[config.mk]
export PLATFORM = sky130hd
export DESIGN_NAME = lsu_flat
export DESIGN_NICKNAME = d
export VERILOG_FILES = /design/src/rtl/lsu_pkg.sv /design/src/rtl/lsu_if.sv /design/src/rtl/lsu_align.sv /design/src/rtl/lsu.sv /design/src/flat_wrapper.sv
export SDC_FILE = /design/constraint.sdc
export NUM_CORES = 1
export LEC_CHECK = 0
export BUFFER_PORTS_ARGS = -buffer_cell sky130_fd_sc_hd__buf_2
export CORE_ASPECT_RATIO = 1.25
export CORE_MARGIN = 2
export CORE_UTILIZATION = 45
export DETAILED_ROUTE_END_ITERATION = 7
export PLACE_DENSITY = 0.76
export SYNTH_ARGS = -nofsm -noshare
export SYNTH_HDL_FRONTEND = slang
export SYNTH_HIERARCHICAL = 1
export SYNTH_SLANG_ARGS = --single-unit
[constraint.sdc]
create_clock -name clk -period 3.2 [get_ports clk]
set_input_delay 0.32 -clock clk [delete_from_list [all_inputs] [get_ports clk]]
set_output_delay 0.32 -clock clk [all_outputs]
set_load 0.005 [all_outputs]
[src/rtl/lsu_pkg.sv]
// Shared execute-stage constants: ALU opcodes, load/store funct3 codes
// and the access-size helper used by the load/store unit.
package lsu_pkg;

    localparam logic [3:0] ALU_ADD  = 4'd0;
    localparam logic [3:0] ALU_SUB  = 4'd1;
    localparam logic [3:0] ALU_AND  = 4'd2;
    localparam logic [3:0] ALU_OR   = 4'd3;
    localparam logic [3:0] ALU_XOR  = 4'd4;
    localparam logic [3:0] ALU_SLL  = 4'd5;
    localparam logic [3:0] ALU_SRL  = 4'd6;
    localparam logic [3:0] ALU_SRA  = 4'd7;
    localparam logic [3:0] ALU_SLT  = 4'd8;
    localparam logic [3:0] ALU_SLTU = 4'd9;

    localparam logic [2:0] FUNCT3_LB  = 3'b000;
    localparam logic [2:0] FUNCT3_LH  = 3'b001;
    localparam logic [2:0] FUNCT3_LW  = 3'b010;
    localparam logic [2:0] FUNCT3_LBU = 3'b100;
    localparam logic [2:0] FUNCT3_LHU = 3'b101;

    localparam logic [2:0] FUNCT3_SB  = 3'b000;
    localparam logic [2:0] FUNCT3_SH  = 3'b001;
    localparam logic [2:0] FUNCT3_SW  = 3'b010;

    typedef enum logic [1:0] {
        ACC_BYTE,
        ACC_HALF,
        ACC_WORD
    } acc_size_e;

    // The low two funct3 bits encode the access width for loads and stores.
    function automatic acc_size_e acc_size(input logic [2:0] f3);
        case (f3[1:0])
            2'b00:   return ACC_BYTE;
            2'b01:   return ACC_HALF;
            default: return ACC_WORD;
        endcase
    endfunction

endpackage

[src/rtl/lsu_if.sv]
// Single-outstanding data-memory bus between the LSU (master) and memory (slave).
interface lsu_if;

    logic        mem_req;
    logic        mem_we;
    logic [31:0] mem_addr;
    logic [3:0]  mem_wstrb;
    logic [31:0] mem_wdata;
    logic        mem_ack;
    logic [31:0] mem_rdata;

    modport master (
        output mem_req,
        output mem_we,
        output mem_addr,
        output mem_wstrb,
        output mem_wdata,
        input  mem_ack,
        input  mem_rdata
    );

    modport slave (
        input  mem_req,
        input  mem_we,
        input  mem_addr,
        input  mem_wstrb,
        input  mem_wdata,
        output mem_ack,
        output mem_rdata
    );

endinterface

[src/rtl/lsu_align.sv]
// Purely combinational lane logic: classifies an access, builds store
// strobes/replicated data and extracts/extends the loaded lane.
module lsu_align
    import lsu_pkg::*;
(
    input  logic        is_store,
    input  logic [2:0]  funct3,
    input  logic [1:0]  addr_lo,
    input  logic [31:0] store_data,
    input  logic [31:0] mem_rdata,
    output logic [3:0]  wstrb,
    output logic [31:0] wdata,
    output logic [31:0] load_data,
    output logic        misaligned,
    output logic        illegal
);

    logic [7:0]  byteLane;
    logic [15:0] halfLane;
    logic        rawMisaligned;

    // Legality depends on direction; alignment on width, and illegal wins.
    always_comb begin
        illegal       = 1'b0;
        rawMisaligned = 1'b0;
        if (is_store) begin
            illegal = !(funct3 == FUNCT3_SB || funct3 == FUNCT3_SH || funct3 == FUNCT3_SW);
        end else begin
            illegal = (funct3 == 3'b011) || (funct3 == 3'b110) || (funct3 == 3'b111);
        end
        case (acc_size(funct3))
            ACC_HALF: rawMisaligned = addr_lo[0];
            ACC_WORD: rawMisaligned = (addr_lo != 2'b00);
            default:  rawMisaligned = 1'b0;
        endcase
        misaligned = rawMisaligned && !illegal;
    end

    // Store lanes: strobes shifted to the addressed byte, data replicated.
    always_comb begin
        wstrb = 4'b0000;
        wdata = 32'h0;
        if (is_store) begin
            case (funct3)
                FUNCT3_SB: begin
                    wstrb = 4'b0001 << addr_lo;
                    wdata = {4{store_data[7:0]}};
                end
                FUNCT3_SH: begin
                    wstrb = 4'b0011 << addr_lo;
                    wdata = {2{store_data[15:0]}};
                end
                FUNCT3_SW: begin
                    wstrb = 4'b1111;
                    wdata = store_data;
                end
                default: begin
                    wstrb = 4'b0000;
                    wdata = 32'h0;
                end
            endcase
        end
    end

    // Load lanes: pick the addressed byte/half and sign- or zero-extend it.
    always_comb begin
        byteLane  = mem_rdata[{addr_lo, 3'b000} +: 8];
        halfLane  = mem_rdata[{addr_lo[1], 4'b0000} +: 16];
        load_data = 32'h0;
        if (!is_store) begin
            case (funct3)
                FUNCT3_LB:  load_data = {{24{byteLane[7]}}, byteLane};
                FUNCT3_LH:  load_data = {{16{halfLane[15]}}, halfLane};
                FUNCT3_LW:  load_data = mem_rdata;
                FUNCT3_LBU: load_data = {24'h0, byteLane};
                FUNCT3_LHU: load_data = {16'h0, halfLane};
                default:    load_data = 32'h0;
            endcase
        end
    end

endmodule

[src/rtl/lsu.sv]
// Load/store unit: accepts one access from execute, issues it on the
// data-memory bus with an ack timeout, and reports the result for one cycle.
module lsu
    import lsu_pkg::*;
#(
    parameter int TIMEOUT_CYCLES = 16
) (
    input  logic        clk,
    input  logic        rst_n,
    input  logic        start,
    input  logic        is_store,
    input  logic [2:0]  funct3,
    input  logic [31:0] addr,
    input  logic [31:0] store_data,
    output logic        busy,
    output logic        done,
    output logic [31:0] load_data,
    output logic        misaligned,
    output logic        illegal,
    output logic        bus_err,
    lsu_if.master       mem
);

    localparam int CNT_W = $clog2(TIMEOUT_CYCLES + 1);
    localparam logic [CNT_W-1:0] CNT_LAST = CNT_W'(TIMEOUT_CYCLES - 1);

    typedef enum logic [1:0] {
        S_IDLE,
        S_REQ,
        S_RESP
    } state_e;

    state_e      state_q, state_d;
    logic        is_store_q, is_store_d;
    logic [2:0]  funct3_q, funct3_d;
    logic [1:0]  addr_lo_q, addr_lo_d;
    logic        req_q, req_d;
    logic        we_q, we_d;
    logic [31:0] maddr_q, maddr_d;
    logic [3:0]  wstrb_q, wstrb_d;
    logic [31:0] wdata_q, wdata_d;
    logic [31:0] ld_q, ld_d;
    logic        mis_q, mis_d;
    logic        ill_q, ill_d;
    logic        berr_q, berr_d;
    logic [CNT_W-1:0] cnt_q, cnt_d;

    logic        selIsStore;
    logic [2:0]  selFunct3;
    logic [1:0]  selAddrLo;
    logic [3:0]  aWstrb;
    logic [31:0] aWdata;
    logic [31:0] aLoad;
    logic        aMis;
    logic        aIll;

    // In IDLE the aligner classifies the incoming request; afterwards it
    // works on the latched copy so the ack-cycle lane extraction is stable.
    always_comb begin
        selIsStore = is_store_q;
        selFunct3  = funct3_q;
        selAddrLo  = addr_lo_q;
        if (state_q == S_IDLE) begin
            selIsStore = is_store;
            selFunct3  = funct3;
            selAddrLo  = addr[1:0];
        end
    end

    lsu_align u_align (
        .is_store   (selIsStore),
        .funct3     (selFunct3),
        .addr_lo    (selAddrLo),
        .store_data (store_data),
        .mem_rdata  (mem.mem_rdata),
        .wstrb      (aWstrb),
        .wdata      (aWdata),
        .load_data  (aLoad),
        .misaligned (aMis),
        .illegal    (aIll)
    );

    // Next-state and datapath updates; everything holds unless changed.
    always_comb begin
        state_d    = state_q;
        is_store_d = is_store_q;
        funct3_d   = funct3_q;
        addr_lo_d  = addr_lo_q;
        req_d      = req_q;
        we_d       = we_q;
        maddr_d    = maddr_q;
        wstrb_d    = wstrb_q;
        wdata_d    = wdata_q;
        ld_d       = ld_q;
        mis_d      = mis_q;
        ill_d      = ill_q;
        berr_d     = berr_q;
        cnt_d      = cnt_q;

        case (state_q)
            S_IDLE: begin
                if (start) begin
                    is_store_d = is_store;
                    funct3_d   = funct3;
                    addr_lo_d  = addr[1:0];
                    if (aIll || aMis) begin
                        ill_d   = aIll;
                        mis_d   = aMis;
                        state_d = S_RESP;
                    end else begin
                        req_d   = 1'b1;
                        we_d    = is_store;
                        maddr_d = {addr[31:2], 2'b00};
                        wstrb_d = aWstrb;
                        wdata_d = aWdata;
                        cnt_d   = '0;
                        state_d = S_REQ;
                    end
                end
            end
            S_REQ: begin
                if (mem.mem_ack || cnt_q == CNT_LAST) begin
                    req_d   = 1'b0;
                    we_d    = 1'b0;
                    maddr_d = 32'h0;
                    wstrb_d = 4'b0000;
                    wdata_d = 32'h0;
                    state_d = S_RESP;
                    if (mem.mem_ack) begin
                        ld_d = aLoad;
                    end else begin
                        berr_d = 1'b1;
                    end
                end else begin
                    cnt_d = cnt_q + CNT_W'(1);
                end
            end
            S_RESP: begin
                ld_d    = 32'h0;
                mis_d   = 1'b0;
                ill_d   = 1'b0;
                berr_d  = 1'b0;
                state_d = S_IDLE;
            end
            default: begin
                state_d = S_IDLE;
            end
        endcase
    end

    // State and datapath registers; reset abandons any access in flight.
    always_ff @(posedge clk or negedge rst_n) begin
        if (!rst_n) begin
            state_q    <= S_IDLE;
            is_store_q <= 1'b0;
            funct3_q   <= 3'b000;
            addr_lo_q  <= 2'b00;
            req_q      <= 1'b0;
            we_q       <= 1'b0;
            maddr_q    <= 32'h0;
            wstrb_q    <= 4'b0000;
            wdata_q    <= 32'h0;
            ld_q       <= 32'h0;
            mis_q      <= 1'b0;
            ill_q      <= 1'b0;
            berr_q     <= 1'b0;
            cnt_q      <= '0;
        end else begin
            state_q    <= state_d;
            is_store_q <= is_store_d;
            funct3_q   <= funct3_d;
            addr_lo_q  <= addr_lo_d;
            req_q      <= req_d;
            we_q       <= we_d;
            maddr_q    <= maddr_d;
            wstrb_q    <= wstrb_d;
            wdata_q    <= wdata_d;
            ld_q       <= ld_d;
            mis_q      <= mis_d;
            ill_q      <= ill_d;
            berr_q     <= berr_d;
            cnt_q      <= cnt_d;
        end
    end

    assign busy           = (state_q != S_IDLE);
    assign done           = (state_q == S_RESP);
    assign load_data      = ld_q;
    assign misaligned     = mis_q;
    assign illegal        = ill_q;
    assign bus_err        = berr_q;
    assign mem.mem_req    = req_q;
    assign mem.mem_we     = we_q;
    assign mem.mem_addr   = maddr_q;
    assign mem.mem_wstrb  = wstrb_q;
    assign mem.mem_wdata  = wdata_q;

endmodule
[src/flat_wrapper.sv]
// flat-port wrapper written by rule: the top's interface ports become plain ports
module lsu_flat import lsu_pkg::*;
#(
    parameter int TIMEOUT_CYCLES = 16
)
  (clk, rst_n, start, is_store, funct3, addr, store_data, busy, done, load_data, misaligned, illegal, bus_err, mem_mem_req, mem_mem_we, mem_mem_addr, mem_mem_wstrb, mem_mem_wdata, mem_mem_ack, mem_mem_rdata);
  lsu_if mem_i ();
  input  logic clk;
  input  logic rst_n;
  input  logic start;
  input  logic is_store;
  input  logic [2:0] funct3;
  input  logic [31:0] addr;
  input  logic [31:0] store_data;
  output logic busy;
  output logic done;
  output logic [31:0] load_data;
  output logic misaligned;
  output logic illegal;
  output logic bus_err;
  output wire logic [$bits(mem_i.mem_req)-1:0] mem_mem_req;
  output wire logic [$bits(mem_i.mem_we)-1:0] mem_mem_we;
  output wire logic [$bits(mem_i.mem_addr)-1:0] mem_mem_addr;
  output wire logic [$bits(mem_i.mem_wstrb)-1:0] mem_mem_wstrb;
  output wire logic [$bits(mem_i.mem_wdata)-1:0] mem_mem_wdata;
  input wire logic [$bits(mem_i.mem_ack)-1:0] mem_mem_ack;
  input wire logic [$bits(mem_i.mem_rdata)-1:0] mem_mem_rdata;
  assign mem_mem_req = mem_i.mem_req;
  assign mem_mem_we = mem_i.mem_we;
  assign mem_mem_addr = mem_i.mem_addr;
  assign mem_mem_wstrb = mem_i.mem_wstrb;
  assign mem_mem_wdata = mem_i.mem_wdata;
  assign mem_i.mem_ack = mem_mem_ack;
  assign mem_i.mem_rdata = mem_mem_rdata;
  lsu #(.TIMEOUT_CYCLES(TIMEOUT_CYCLES)) u_core (.clk(clk), .rst_n(rst_n), .start(start), .is_store(is_store), .funct3(funct3), .addr(addr), .store_data(store_data), .busy(busy), .done(done), .load_data(load_data), .misaligned(misaligned), .illegal(illegal), .bus_err(bus_err), .mem(mem_i));
endmodule
==> impl.org <==
** Synthesis
- Mean area per synthesized cell :: between 9 and 10 um2
- For this run, the register share of the synthesized area comes to about half.
- Summed over its instances, the top area cell type makes up 49.2% of the synthesized netlist area.
- Cell area after synthesis :: 5910 um2
- The biggest area contributor in the post-synthesis netlist is sky130_fd_sc_hd__dfrtp_1.
- The commonest cells after synthesis are sky130_fd_sc_hd__dfrtp_1, sky130_fd_sc_hd__a22o_1, sky130_fd_sc_hd__nand2_1.
- After synthesis, the netlist uses 52 different library cells.
- During synthesis, Yosys emitted a total of 6 warnings.
- Counting flops with a built-in enable in the synthesized netlist gives 0.
- Synthesis produced a netlist whose cell count is approximately 600.
- Most common cell in the synthesized netlist :: sky130_fd_sc_hd__dfrtp_1
- Dominant register cell in the synthesized netlist :: sky130_fd_sc_hd__dfrtp_1
- Post-synthesis async set-or-reset flop share :: 100%
- Counting flops and latches in the post-synthesis netlist gives roughly 120.
- Ranked by total cell area, the synthesized netlist is headed by sky130_fd_sc_hd__dfrtp_1, sky130_fd_sc_hd__a22o_1, sky130_fd_sc_hd__mux2_2.

** Timing
- Setup repair after global routing left no endpoint under its margin.
- Setup violations remaining at the end of the flow were counted as 0.
- The final number of max-transition violations came to 0.
- Remaining max-slew budget at the tightest pin :: 39.7%
- Fmax :: 345 MHz
- Skew final :: ~0.013 ns
- Final critical delay including setup and external delays :: a little under 3 ns
- Setup total negative slack on the finished layout was measured at 0 ns.
- At the pin with the least slew margin, the transition time is 0.903 ns.
- Min Hold Slack :: 0.00393 ns
- The final hold violation count was 0.
- The worst path uses around 91% of the clock period.

** Power and ir drop
- The internal portion of the total power is ~4.5 mW.
- Static leakage :: 3.80 nW
- Combinational logic burns 42.2% of the power.
- Dividing total power by cell area gives a power density of 967 nW/um2.
- Portion of total power attributed to sequential cells :: 31.4%
- Per report_power, the clock group accounts for between 20% and 30% of the total.
- Summed over all nets, the switching power comes to 2.86 mW.
- Net switching is between 30% and 40% of the power.
- Across the VDD grid, the largest voltage drop is roughly 0.62 mV.

** Drt
- In this run the remaining antenna-violating nets after routing total 0.
- 1st-pass router iterations :: 5
- After detailed routing, the number of remaining DRC violations is 0.
- The routed layout has ~5300 vias.
- Iteration-0 DRC count of the detailed router :: 214
- Ratio of routed vias to standard cells :: 5.54
- Dividing the detail-routed wire length by the instance count gives 17.3 um.
- Total Routed Length :: roughly 17000 um

** GRT
- The number of global-route vias before repair is between 5000 and 6000.
- Summed over all layers, the global routing overflow is 0.
- Entering global routing, the biggest net connects approximately 70 pins.
- Antenna violations before repair :: 0
- The first global-routing pass estimated about 27000 um of wire.
- Global routing consumed, over all layers together, 24.3% of the routing resources.

** Run status
- Status :: completed

** Die
- Die Ht :: ~130 um
- Total I/O pin count :: around 210
- In this run the horizontal extent of the chip is around 110 um.
- Effective utilization at floorplan :: 46.2%
- Core outline area :: approximately 13000 um2
- Die Footprint :: ~14000 um2
- The initialized floorplan defines 46 standard-cell rows.

** CTS
- Worst-Skew Late Latency :: 0.41 ns
- Clock transition at path regs :: about 0.060 ns
- The clock tree synthesis step divided the H-tree into 4 levels.
- TritonCTS built the clock tree.
- Buffers added to address setup during post-CTS repair amount to 0.
- After clock tree synthesis, the flow added hold-fix buffers numbering 0.
- Number of gates resized after cts :: 0
- The longest clock path from root to sink contains 2 buffers.
- Buffers inserted during clock tree synthesis total 17.
- Sink Count :: roughly 120
- Clock Tree Root :: sky130_fd_sc_hd__clkbuf_16

** Setup path
- Kind of start point of the critical path :: flip-flop
- In this run the worst path has a maximum fanout of 15.
- Data required time of the worst path :: between 3 and 4 ns
- Startpoint-to-endpoint class of the critical path :: reg2reg
- CP endpoint kind :: flip-flop
- At the worst endpoint, the arrival time is roughly 3.2 ns.

** Layout
- The finished cells cover about 7700 um2.
- Final Instance Count excl. Fillers :: 962
- At the end of the flow, the number of nets in the layout was a little under 900.
- The post-route netlist has between 30% and 40% of its cells at a drive strength greater than 1.
- 0 antenna diodes ended up in the layout.
- Compared with the post-synthesis result, the final layout area differs by 29.7%.

** Flow run
- MaxCap Viol Count :: 0

** Placed design
- Final GP Congestion :: roughly 0.91
- Area after DPL :: between 7000 and 8000 um2
- Placed instance count :: a little over 900
- Detailed-placement wirelength estimate :: between 10000 and 15000 um
- Input and output buffers added on the ports amount to approximately 210.

** Worst hold path
- The tightest min-delay check is of the in2async type.
-- through the flow --
step | total power, mW | setup WS, ns | utilization (%)
2_1_floorplan | 4.36 | 0.122 | -
3_3_place_gp | 5.36 | 0.456 | 55.2
3_5_place_dp | 5.45 | 0.393 | 55.2
4_1_cts | 7.45 | 0.326 | 60.0
5_1_grt | 7.90 | 0.0838 | 60.0
6_report | 7.41 | 0.304 | 60.0
-- power groups by stage --
stage / Sequential, mW / Clock (mW) / Combinational, mW
after global routing: 2.40 / 2.06 / 3.44
after global placement: 2.33 / 0 / 3.03
after detailed placement: 2.32 / 0 / 3.13
final: 2.33 / 1.96 / 3.12
after floorplan: 2.32 / 0 / 2.04
after CTS: 2.33 / 1.99 / 3.13
-- critical path, cell delays in order, from the launching register on --
cell and delay [ns]:
sky130_fd_sc_hd__dfrtp_1 0.56, sky130_fd_sc_hd__nor2_1 0.09, sky130_fd_sc_hd__buf_4 0.18, sky130_fd_sc_hd__mux2_2 0.35, sky130_fd_sc_hd__a21oi_1 0.08, sky130_fd_sc_hd__nor2_1 0.27, sky130_fd_sc_hd__a21oi_1 0.15, sky130_fd_sc_hd__or2_2 0.37
sky130_fd_sc_hd__nor2_4 0.31, sky130_fd_sc_hd__buf_4 0.29, sky130_fd_sc_hd__a22o_1 0.17
-- cells in the final DEF (no fill, tap or decap), drive strengths merged, types with 18 or more instances in the layout --
cell type,synthesis,final
buf,34,222
dfrtp,116,116
a22o,67,67
nand2,54,54
inv,40,51
o21ai,42,42
nand3,41,41
mux2,37,37
a21oi,31,31
a31oi,20,20
a22oi,18,18
-- layout make-up --
type / count / area [um2]
fillers: 1112 / 5120
clock inverters: 15 / 180
repair buffers: 222 / 1190
clock buffers: 17 / 425
inverters: 40 / 150
multi-input cells: 384 / 2610
flip-flops and latches: 116 / 2900
well taps: 168 / 210
-- state kept, by name, indices dropped and copies added (netlist names), 2 cells and up --
| register | flops |
|---|---|
| u_core/state_q | 2 |
| u_core/cnt_q | 5 |
| u_core/mem.mem_wstrb | 4 |
| u_core/mem.mem_wdata | 32 |
| u_core/load_data | 32 |
| u_core/mem.mem_addr | 30 |
| u_core/funct3_q | 3 |
| u_core/addr_lo_q | 2 |
-- cells by family (layout without fill, tap and decap cells) --
| group | count (synthesis) | in the layout | share of synthesized area (%) |
|---|---|---|---|
| buffers and inverters | 92 | 294 | 7.16 |
| other | 1 | 2 | 0.0635 |
| xor gates and xnor gates | 1 | 1 | 0.148 |
| and+or+nand+nor | 148 | 148 | 12.7 |
| DFF | 116 | 116 | 49.2 |
| adders and majority gates | 2 | 2 | 0.424 |
| AOI/OAI and AO/OA | 193 | 193 | 23.0 |
| muxes | 38 | 38 | 7.29 |
-- final timing paths --
kind,from,to,slack [ns],depth (start not counted)
worst max-delay path,u_core/state_q[0]$_DFFE_PN0P_,u_core/mem.mem_wdata[16]$_DFFE_PN0P_,0.30,10
worst min-delay path,rst_n,u_core/load_data[26]$_DFFE_PN0P_,0.004,1
worst max register to register,u_core/state_q[0]$_DFFE_PN0P_,u_core/mem.mem_wdata[16]$_DFFE_PN0P_,0.30,10
worst min register to register,u_core/cnt_q[4]$_DFFE_PN0P_,u_core/cnt_q[4]$_DFFE_PN0P_,0.48,1
max in group asynchronous,rst_n,u_core/load_data[12]$_DFFE_PN0P_,2.42,2
min in group clk,addr[23],u_core/mem.mem_addr[23]$_DFFE_PN0P_,0.13,2
-- routing by layer --
metal  share of wire, %  vias to the layer above  track usage [%]
li1                   -                     2513                -
met1                 41                     2541             30.8
met2                 49                      257             39.9
met3                8.2                       22             7.37
met4                1.6                        0             7.43
met5                  0                        -                0
No activity file was read; power rests on OpenSTA's default activity.
